==> src/rtl/keypad_entry_ctrl_if.sv <==
// keypad_entry_ctrl_if: keypad, arithmetic-unit and display signals of the
// keypad entry controller.
//   key_valid, key_code : debounced key level and decoded code (0-9, 10 '*', 11 '#')
//   op_a, op_b          : 3-digit BCD operands, [3:0] = units
//   op_req, op_done     : request to / completion strobe from the arithmetic unit
//   op_result           : 4-digit BCD result, valid while op_done=1
//   disp_digit0..2      : units/tens/hundreds digits for the 7-segment driver
//   phase, ovf, err     : entry phase, result > 999, arithmetic timeout
// master = the controller, slave = its environment.
interface keypad_entry_ctrl_if;
    logic        key_valid;
    logic [3:0]  key_code;
    logic [11:0] op_a;
    logic [11:0] op_b;
    logic        op_req;
    logic        op_done;
    logic [15:0] op_result;
    logic [3:0]  disp_digit0;
    logic [3:0]  disp_digit1;
    logic [3:0]  disp_digit2;
    logic [1:0]  phase;
    logic        ovf;
    logic        err;

    modport master (
        input  key_valid, key_code, op_done, op_result,
        output op_a, op_b, op_req, disp_digit0, disp_digit1, disp_digit2,
               phase, ovf, err
    );

    modport slave (
        output key_valid, key_code, op_done, op_result,
        input  op_a, op_b, op_req, disp_digit0, disp_digit1, disp_digit2,
               phase, ovf, err
    );
endinterface

==> src/rtl/keypad_entry_ctrl.sv <==
// keypad_entry_ctrl: collects two 3-digit BCD operands from keypad presses,
// hands them to an external BCD arithmetic unit with a req/done handshake and
// shows the entered operand or the low three result digits on the display.
//   clk   : system clock
//   rst_n : synchronous active-low reset
//   bus   : keypad_entry_ctrl_if.master (keypad in, operands/handshake, display out)
module keypad_entry_ctrl #(
    parameter  int TIMEOUT_CYCLES = 1000,
    localparam int TO_W           = $clog2(TIMEOUT_CYCLES + 1)
) (
    input  logic                 clk,
    input  logic                 rst_n,
    keypad_entry_ctrl_if.master  bus
);

    typedef enum logic [2:0] {
        S_ENTER_A,
        S_ENTER_B,
        S_WAIT,
        S_SHOW,
        S_ERROR
    } state_t;

    state_t            state_q, state_d;
    logic [11:0]       a_q, a_d, b_q, b_d, res_q, res_d, disp_q, disp_d;
    logic [1:0]        cnt_a_q, cnt_a_d, cnt_b_q, cnt_b_d;
    logic [1:0]        phase_q, phase_d;
    logic              req_q, req_d, ovf_q, ovf_d, err_q, err_d;
    logic              kv_q;
    logic [TO_W-1:0]   tmo_q, tmo_d;
    logic              press, is_digit, is_star, is_hash;

    // One event per press: rising edge of key_valid against its registered copy.
    always_comb begin
        press    = bus.key_valid & ~kv_q;
        is_digit = (bus.key_code <= 4'd9);
        is_star  = (bus.key_code == 4'd10);
        is_hash  = (bus.key_code == 4'd11);
    end

    always_comb begin
        state_d = state_q;
        a_d     = a_q;
        b_d     = b_q;
        res_d   = res_q;
        cnt_a_d = cnt_a_q;
        cnt_b_d = cnt_b_q;
        req_d   = req_q;
        ovf_d   = ovf_q;
        err_d   = err_q;
        tmo_d   = tmo_q;

        if (press && is_star) begin
            // '*' outranks a coincident op_done; that result is dropped.
            state_d = S_ENTER_A;
            a_d     = '0;
            b_d     = '0;
            res_d   = '0;
            cnt_a_d = '0;
            cnt_b_d = '0;
            req_d   = 1'b0;
            ovf_d   = 1'b0;
            err_d   = 1'b0;
            tmo_d   = '0;
        end else begin
            unique case (state_q)
                S_ENTER_A: begin
                    if (press && is_digit && cnt_a_q != 2'd3) begin
                        a_d     = {a_q[7:0], bus.key_code};
                        cnt_a_d = cnt_a_q + 2'd1;
                    end else if (press && is_hash) begin
                        state_d = S_ENTER_B;
                        b_d     = '0;
                        cnt_b_d = '0;
                    end
                end
                S_ENTER_B: begin
                    if (press && is_digit && cnt_b_q != 2'd3) begin
                        b_d     = {b_q[7:0], bus.key_code};
                        cnt_b_d = cnt_b_q + 2'd1;
                    end else if (press && is_hash) begin
                        state_d = S_WAIT;
                        req_d   = 1'b1;
                        tmo_d   = '0;
                    end
                end
                S_WAIT: begin
                    // op_done on the last allowed edge still wins over the timeout.
                    if (req_q && bus.op_done) begin
                        state_d = S_SHOW;
                        res_d   = bus.op_result[11:0];
                        req_d   = 1'b0;
                        ovf_d   = (bus.op_result[15:12] != 4'd0);
                    end else if (tmo_q == TO_W'(TIMEOUT_CYCLES - 1)) begin
                        state_d = S_ERROR;
                        req_d   = 1'b0;
                        err_d   = 1'b1;
                    end else begin
                        tmo_d = tmo_q + TO_W'(1);
                    end
                end
                S_SHOW: begin
                    // A digit starts a fresh entry and becomes A's units digit.
                    if (press && is_digit) begin
                        state_d = S_ENTER_A;
                        a_d     = {8'h00, bus.key_code};
                        b_d     = '0;
                        cnt_a_d = 2'd1;
                        cnt_b_d = '0;
                        ovf_d   = 1'b0;
                    end
                end
                S_ERROR: ;
                default: state_d = S_ENTER_A;
            endcase
        end

        // Display and phase are registered from next-state values so they
        // track the operands with the same one-cycle latency.
        unique case (state_d)
            S_ENTER_A:        disp_d = a_d;
            S_ENTER_B, S_WAIT: disp_d = b_d;
            S_SHOW:           disp_d = res_d;
            default:          disp_d = '0;
        endcase

        unique case (state_d)
            S_ENTER_A: phase_d = 2'd0;
            S_ENTER_B: phase_d = 2'd1;
            S_WAIT:    phase_d = 2'd2;
            default:   phase_d = 2'd3;
        endcase
    end

    always_ff @(posedge clk) begin
        if (!rst_n) begin
            state_q <= S_ENTER_A;
            a_q     <= '0;
            b_q     <= '0;
            res_q   <= '0;
            disp_q  <= '0;
            cnt_a_q <= '0;
            cnt_b_q <= '0;
            phase_q <= '0;
            req_q   <= 1'b0;
            ovf_q   <= 1'b0;
            err_q   <= 1'b0;
            kv_q    <= 1'b0;
            tmo_q   <= '0;
        end else begin
            state_q <= state_d;
            a_q     <= a_d;
            b_q     <= b_d;
            res_q   <= res_d;
            disp_q  <= disp_d;
            cnt_a_q <= cnt_a_d;
            cnt_b_q <= cnt_b_d;
            phase_q <= phase_d;
            req_q   <= req_d;
            ovf_q   <= ovf_d;
            err_q   <= err_d;
            kv_q    <= bus.key_valid;
            tmo_q   <= tmo_d;
        end
    end

    assign bus.op_a        = a_q;
    assign bus.op_b        = b_q;
    assign bus.op_req      = req_q;
    assign bus.disp_digit0 = disp_q[3:0];
    assign bus.disp_digit1 = disp_q[7:4];
    assign bus.disp_digit2 = disp_q[11:8];
    assign bus.phase       = phase_q;
    assign bus.ovf         = ovf_q;
    assign bus.err         = err_q;

endmodule

==> src/flat_wrapper.sv <==
// flat-port wrapper written by rule: the top's interface ports become plain ports
module keypad_entry_ctrl_flat 
#(
    parameter  int TIMEOUT_CYCLES = 1000,
    localparam int TO_W           = $clog2(TIMEOUT_CYCLES + 1)
)
  (clk, rst_n, bus_key_valid, bus_key_code, bus_op_done, bus_op_result, bus_op_a, bus_op_b, bus_op_req, bus_disp_digit0, bus_disp_digit1, bus_disp_digit2, bus_phase, bus_ovf, bus_err);
  keypad_entry_ctrl_if bus_i ();
  input  logic clk;
  input  logic rst_n;
  input wire logic [$bits(bus_i.key_valid)-1:0] bus_key_valid;
  input wire logic [$bits(bus_i.key_code)-1:0] bus_key_code;
  input wire logic [$bits(bus_i.op_done)-1:0] bus_op_done;
  input wire logic [$bits(bus_i.op_result)-1:0] bus_op_result;
  output wire logic [$bits(bus_i.op_a)-1:0] bus_op_a;
  output wire logic [$bits(bus_i.op_b)-1:0] bus_op_b;
  output wire logic [$bits(bus_i.op_req)-1:0] bus_op_req;
  output wire logic [$bits(bus_i.disp_digit0)-1:0] bus_disp_digit0;
  output wire logic [$bits(bus_i.disp_digit1)-1:0] bus_disp_digit1;
  output wire logic [$bits(bus_i.disp_digit2)-1:0] bus_disp_digit2;
  output wire logic [$bits(bus_i.phase)-1:0] bus_phase;
  output wire logic [$bits(bus_i.ovf)-1:0] bus_ovf;
  output wire logic [$bits(bus_i.err)-1:0] bus_err;
  assign bus_i.key_valid = bus_key_valid;
  assign bus_i.key_code = bus_key_code;
  assign bus_i.op_done = bus_op_done;
  assign bus_i.op_result = bus_op_result;
  assign bus_op_a = bus_i.op_a;
  assign bus_op_b = bus_i.op_b;
  assign bus_op_req = bus_i.op_req;
  assign bus_disp_digit0 = bus_i.disp_digit0;
  assign bus_disp_digit1 = bus_i.disp_digit1;
  assign bus_disp_digit2 = bus_i.disp_digit2;
  assign bus_phase = bus_i.phase;
  assign bus_ovf = bus_i.ovf;
  assign bus_err = bus_i.err;
  keypad_entry_ctrl #(.TIMEOUT_CYCLES(TIMEOUT_CYCLES)) u_core (.clk(clk), .rst_n(rst_n), .bus(bus_i));
endmodule
==> config.mk <==
export PLATFORM = sky130hd
export DESIGN_NAME = keypad_entry_ctrl_flat
export DESIGN_NICKNAME = d
export VERILOG_FILES = /design/src/rtl/keypad_entry_ctrl_if.sv /design/src/rtl/keypad_entry_ctrl.sv /design/src/flat_wrapper.sv
export SDC_FILE = /design/constraint.sdc
export NUM_CORES = 1
export LEC_CHECK = 0
export CAP_MARGIN = 25
export CORE_MARGIN = 3
export CORE_UTILIZATION = 50
export CTS_CLUSTER_SIZE = 10
export DETAILED_ROUTE_END_ITERATION = 12
export PLACE_DENSITY = 0.88
export SLEW_MARGIN = 0
export SYNTH_ARGS = -nofsm -noshare
export SYNTH_HDL_FRONTEND = slang
export SYNTH_SLANG_ARGS = --single-unit
export TNS_END_PERCENT = 5
==> constraint.sdc <==
create_clock -name clk -period 2.95 [get_ports clk]
set_clock_uncertainty 0.2 [all_clocks]
set_input_delay 0.295 -clock clk [delete_from_list [all_inputs] [get_ports clk]]
set_output_delay 0.295 -clock clk [all_outputs]
set_load 0.005 [all_outputs]
Yosys cells after proc, flatten, opt, wreduce, memory -nomap -nowiden. Cells that the tools add are included.

Bitwise gates (word level): 4. Div/mod/pow operators: 0. $lt $le $gt $ge: 1. Equality and inequality tests: 23. $add $sub $neg: 3. Shift operators: 0. $mul: 0. Reductions and logical operators: 21. Mux-type cells: 45.

Operators by type and width (number): two-way mux 12 bit (11); one-hot mux 12 bit (3 select lines) (2); two-way mux 10 bit (4); two-way mux 3 bit (8); one-hot mux 12 bit (2 select lines) (1); one-hot mux 10 bit (2 select lines) (1); one-hot mux 3 bit (5 select lines) (1); == test 3 x 2 -> 1 bit, second input constant (4); two-way mux 2 bit (6); inequality test 2 x 1 -> 1 bit, second input constant (6); inequality test 2 bit, second input constant (6); one-hot mux 2 bit (3 select lines) (2); adder 10 x 1 -> 10 bit, second input constant (1); == test 10 bit, second input constant (1); AND reduction 5 bit (2); AND reduction 3 bit (3); == test 4 bit, second input constant (2); == test 3 x 1 -> 1 bit, second input constant (2); logical AND 1 bit (6); logical NOT 3 bit (2); two-way mux 1 bit (6); nonzero test 2 bit (3); adder 2 x 1 -> 2 bit, second input constant (2); less-or-equal comparator 4 bit, second input constant (1); 10 further kinds (14).

Output and inout port bits: 41. Input port bits: 24. Flip-flop bits (word level): 71. Bits in read-only memories: 0. Memories: 0. Latch bits: 0. RAM bits: 0.

Depth between registers and ports, before layout.
Depth in word-level cells: 10. Depth in mapped cells: 8. Mapped depth without buffers: 7.

Worst setup path after synthesis. No wires, ideal clock.

Path type: reg2reg. Start point: register u_core.cnt_a_q[0]. End point: register u_core.disp_q[11]. Clock period less this slack: 2.233 ns. Setup slack: 0.717 ns. Path buffers: 0. Setup time: 0.122 ns. Stages on the path, launching flop included: 7. Data arrival time: 1.912 ns. Required time: 2.628 ns. Cell sequence: dfxtp_1 -> ha_1 -> or3_4 -> a2111o_1 -> a22oi_2 -> nor2_1 -> a221o_1.

Word-level cells in the longest chain between the ends: 8. Elaborated cells between the ends (all ways): 17. Classes of those cells: eq/ne (4); mux (10); reduce/logical (3).

RTL lines: from (decl) (RTL line keypad_entry_ctrl.sv:26) `logic [1:0] cnt_a_q, cnt_a_d, cnt_b_q, cnt_b_d;`; from (signal assigned) (RTL line keypad_entry_ctrl.sv:156) `cnt_a_q <= cnt_a_d;`; inequality test 2 bit (*) (RTL line keypad_entry_ctrl.sv:68) `if (press && is_digit && cnt_a_q != 2'd3) begin`; logical AND 1 bit (*) (RTL line keypad_entry_ctrl.sv:68); two-way mux 3 bit (RTL line keypad_entry_ctrl.sv:68); one-hot mux 3 bit (5 select lines) (RTL line keypad_entry_ctrl.sv:66) `unique case (state_q)`; two-way mux 3 bit (RTL line keypad_entry_ctrl.sv:53) `if (press && is_star) begin`; == test 3 x 1 -> 1 bit / == test 3 x 2 -> 1 bit (equally long branches) (RTL line keypad_entry_ctrl.sv:120) `unique case (state_d)`; OR reduction 2 bit (RTL line keypad_entry_ctrl.sv:120); one-hot mux 12 bit (3 select lines) (*) (RTL line keypad_entry_ctrl.sv:120); to (signal assigned) (RTL line keypad_entry_ctrl.sv:155) `disp_q <= disp_d;`; to (decl) (RTL line keypad_entry_ctrl.sv:25) `logic [11:0] a_q, a_d, b_q, b_d, res_q, res_d, disp_q, disp_d;`.

Mark *: on every way between the ends. The rest lies on a longest branch, timed or not. A chain may end at the register's enable or synchronous reset.

Worst setup path in the final report. Same ends and word-level chain as after synthesis.

==> flow_metrics.env <==
export IMPL_yosys_area_top_type="dfxtp_1"
export IMPL_fmax_mhz=387
export IMPL_cts_num_sinks=71
export IMPL_met3_usage=0.0736
export IMPL_critPathArrivalTime_ns=2.62
export IMPL_diodes=0
export IMPL_ys_warn_count=0
export IMPL_min_to="u_core.bus.err"
export IMPL_finalSetupViolCount=0
export IMPL_rows=27
export IMPL_ir_drop_mv=0.366
export IMPL_io_buffers=64
export IMPL_path_class="reg2reg"
export IMPL_r2r_slack_ns=0.37
export IMPL_vias=2677
export IMPL_path_clk_slew_ns=0.08
export IMPL_ios=65
export IMPL_fp_dieW_um=84.3
export IMPL_fin_crit_ns=2.58
export IMPL_cts_root_buffer="clkbuf_8"
export IMPL_cts_buffer_depth=2
export IMPL_tns_ns=0
export IMPL_status="finished, final reports clean"
export IMPL_crit_fanout=13
export IMPL_clock_latency_ns=0.35
export IMPL_ys_ff_latch=71
export IMPL_grt_util_met2=0.367
export IMPL_grtUsageTotal=0.229
export IMPL_grt_overflow=0
export IMPL_powerDensity_nw_per_um2=514
export IMPL_slowest_delay_ns=0.63
export IMPL_die_y_um=84.3
export IMPL_cts_tree="done"
export IMPL_htree_num_levels=3
export IMPL_core_sq_um=5710
export IMPL_yosysUniqueCellTypes=60
export IMPL_yosysMostFrequentCell="dfxtp_1"
export IMPL_synth_edff_count=0
export IMPL_cts_resized=0
export IMPL_hold_viol_final=0
export IMPL_hp_start="u_core.bus.err"
export IMPL_place_ws_ns=0.201
export IMPL_vias_per_cell=5.81
export IMPL_routabilityCongestion=0.853
export IMPL_drive_gt1_frac=0.149
export IMPL_firstDrtPassIters=4
export IMPL_async_flop_share=0
export IMPL_crit_chain="ha_1 > or3_4 > a2111o_1 > a22oi_2 > nor2_1 > a221o_1"
export IMPL_r2r_end="u_core.disp_q[11]"
export IMPL_holdPathStages=2
export IMPL_final_nets=411
export IMPL_antenna_found_initial=0
export IMPL_area_delta_synth_final_pct=32.4
export IMPL_initial_core_util=0.536
export IMPL_synth_top_area_frac=0.464
export IMPL_grt_pass1_wl_um=12900
export IMPL_ys_seq_area_frac=0.464
export IMPL_slew_viol_final=0
export IMPL_drc_errors=0
export IMPL_top_usage_layer="met2"
export IMPL_critPathBufInv=0
export IMPL_critical_path_slowest_cell="a2111o_1"
export IMPL_first_global_vias=2596
export IMPL_worst_pin_slew_ns=0.888
export IMPL_hold_buffers=0
export IMPL_synth_cells=315
export IMPL_cp_top_family="compound AO/OA/AOI/OAI gates"
export IMPL_power_leakage_nw=1.50
export IMPL_drt_iter0_drc=200
export IMPL_synth_ff_type="dfxtp_1"
export IMPL_min_path_type="reg2reg"
export IMPL_cp_end_kind="flop"
export IMPL_wl_per_cell_um=17.3
export IMPL_use_met1=0.282
export IMPL_syn_area_sq_um=3060
export IMPL_reg2regPathDepth=6
export IMPL_synthesis_nets=342
export IMPL_rsz0062_at_grt="no"
export IMPL_synthTopCellsByCount="dfxtp_1, nor2_1, nand2_1"
export IMPL_cp_required_ns=2.99
export IMPL_r2r_start="u_core.cnt_a_q[0]"
export IMPL_cts_setup_buffers=0
export IMPL_fin_crit_sh=0.876
export IMPL_wirelength_um=7990
export IMPL_ant_nets=0
export IMPL_synth_top_cells_by_area="dfxtp_1, nor2_1, o221ai_2"
export IMPL_grt_max_degree=27
export IMPL_numCtsBuffers=9
export IMPL_layout_setup_ws_ns=0.366
export IMPL_start_kind="flop"
export IMPL_max_slew_margin=0.406
export IMPL_avgSynthCellArea_sq_um=9.72
export IMPL_hpwl_um=5650
export IMPL_maxCapViolCount=0
export IMPL_dieArea_sq_um=7100
cell families (layout without fill, tap and decap cells):
group / Yosys count / in the layout / synth area share
buf+inv: 23 / 97 / 0.0396
xor+xnor: 8 / 8 / 0.0229
mux: 13 / 13 / 0.0425
simple gates: 132 / 132 / 0.230
fa+ha+maj: 3 / 3 / 0.0123
compound gates: 65 / 65 / 0.189
flops: 71 / 71 / 0.464
stage by stage:
step                hold WS [ns]  area [sq um]   util  total power (W)  cells
detailed placement         0.236          3800  0.666          0.00113    445
global route               0.291          4050  0.710          0.00215    461
CTS                        0.248          4050  0.710          0.00209    461
floorplan                  0.217          3060      -          0.00106    315
finish                     0.247          4050  0.710          0.00208    461
global placement           0.237          3800  0.666          0.00113    445
layer usage:
layer  vias up  part of all wire
met5         -                 0
met4         0             0.034
met3        25             0.079
met2       128              0.47
met1      1244              0.42
li1       1280                 -
placed cells by master (no fill, tap or decap), types with 3 or more instances in the layout:
master	count
nand4_1	5
clkbuf_8	10
nand2_1	23
nor3_1	6
a21oi_1	13
nand2b_1	3
buf_4	14
mux2i_1	13
ha_1	3
dfxtp_1	71
xnor2_1	4
a22oi_1	19
or2_2	3
nand3_1	12
inv_1	3
clkdlybuf4s50_1	64
xor2_1	4
bufinv_16	3
o221ai_2	10
nor2_1	53
power breakdown:
| part | switching, W | internal (W) | total (W) |
|---|---|---|---|
| clock | 0.000380 | 0.000590 | 0.000970 |
| sequential | 0.00000747 | 0.000969 | 0.000976 |
| combinational | 0.0000675 | 0.0000683 | 0.000136 |
| total | 0.000455 | 0.00163 | 0.00208 |
flip-flops by register name, summed over array words and instances (netlist names), 2 cells and up:
register,cells
u_core.bus.op_a,12
u_core.bus.op_b,12
u_core.disp_q,12
u_core.res_q,12
u_core.tmo_q,10
u_core.state_q,3
u_core.bus.phase,2
u_core.cnt_a_q,2
u_core.cnt_b_q,2
layout make-up:
class | instances | area (sq um)
inverter | 3 | 11.3
clock inverter | 6 | 116
timing repair buffer | 78 | 746
tap | 72 | 90.1
multi-input combinational | 221 | 1530
clock buffer | 10 | 138
fill | 407 | 1660
sequential | 71 | 1420
worst register-to-register path, cell delays in order, from the launching register on:
cell	delay, ns
dfxtp_1	0.33
ha_1	0.26
or3_4	0.37
a2111o_1	0.63
a22oi_2	0.26
nor2_1	0.09
a221o_1	0.34
worst max-delay path by stage:
| stage | start | to | slack (ns) | cells after the start |
|---|---|---|---|---|
| after global routing | u_core.tmo_q[0] | u_core.disp_q[0] | 0.28 | 8 |
| final | u_core.cnt_a_q[0] | u_core.disp_q[11] | 0.37 | 6 |
| after floorplan | u_core.cnt_a_q[0] | u_core.disp_q[11] | 0.72 | 6 |
| after global placement | bus_key_code[2] | u_core.disp_q[11] | 0.29 | 7 |
| after CTS | u_core.cnt_a_q[0] | u_core.disp_q[11] | 0.39 | 6 |
| after detailed placement | bus_key_code[2] | u_core.disp_q[11] | 0.20 | 7 |
No activity file was read; power rests on OpenSTA's default activity.
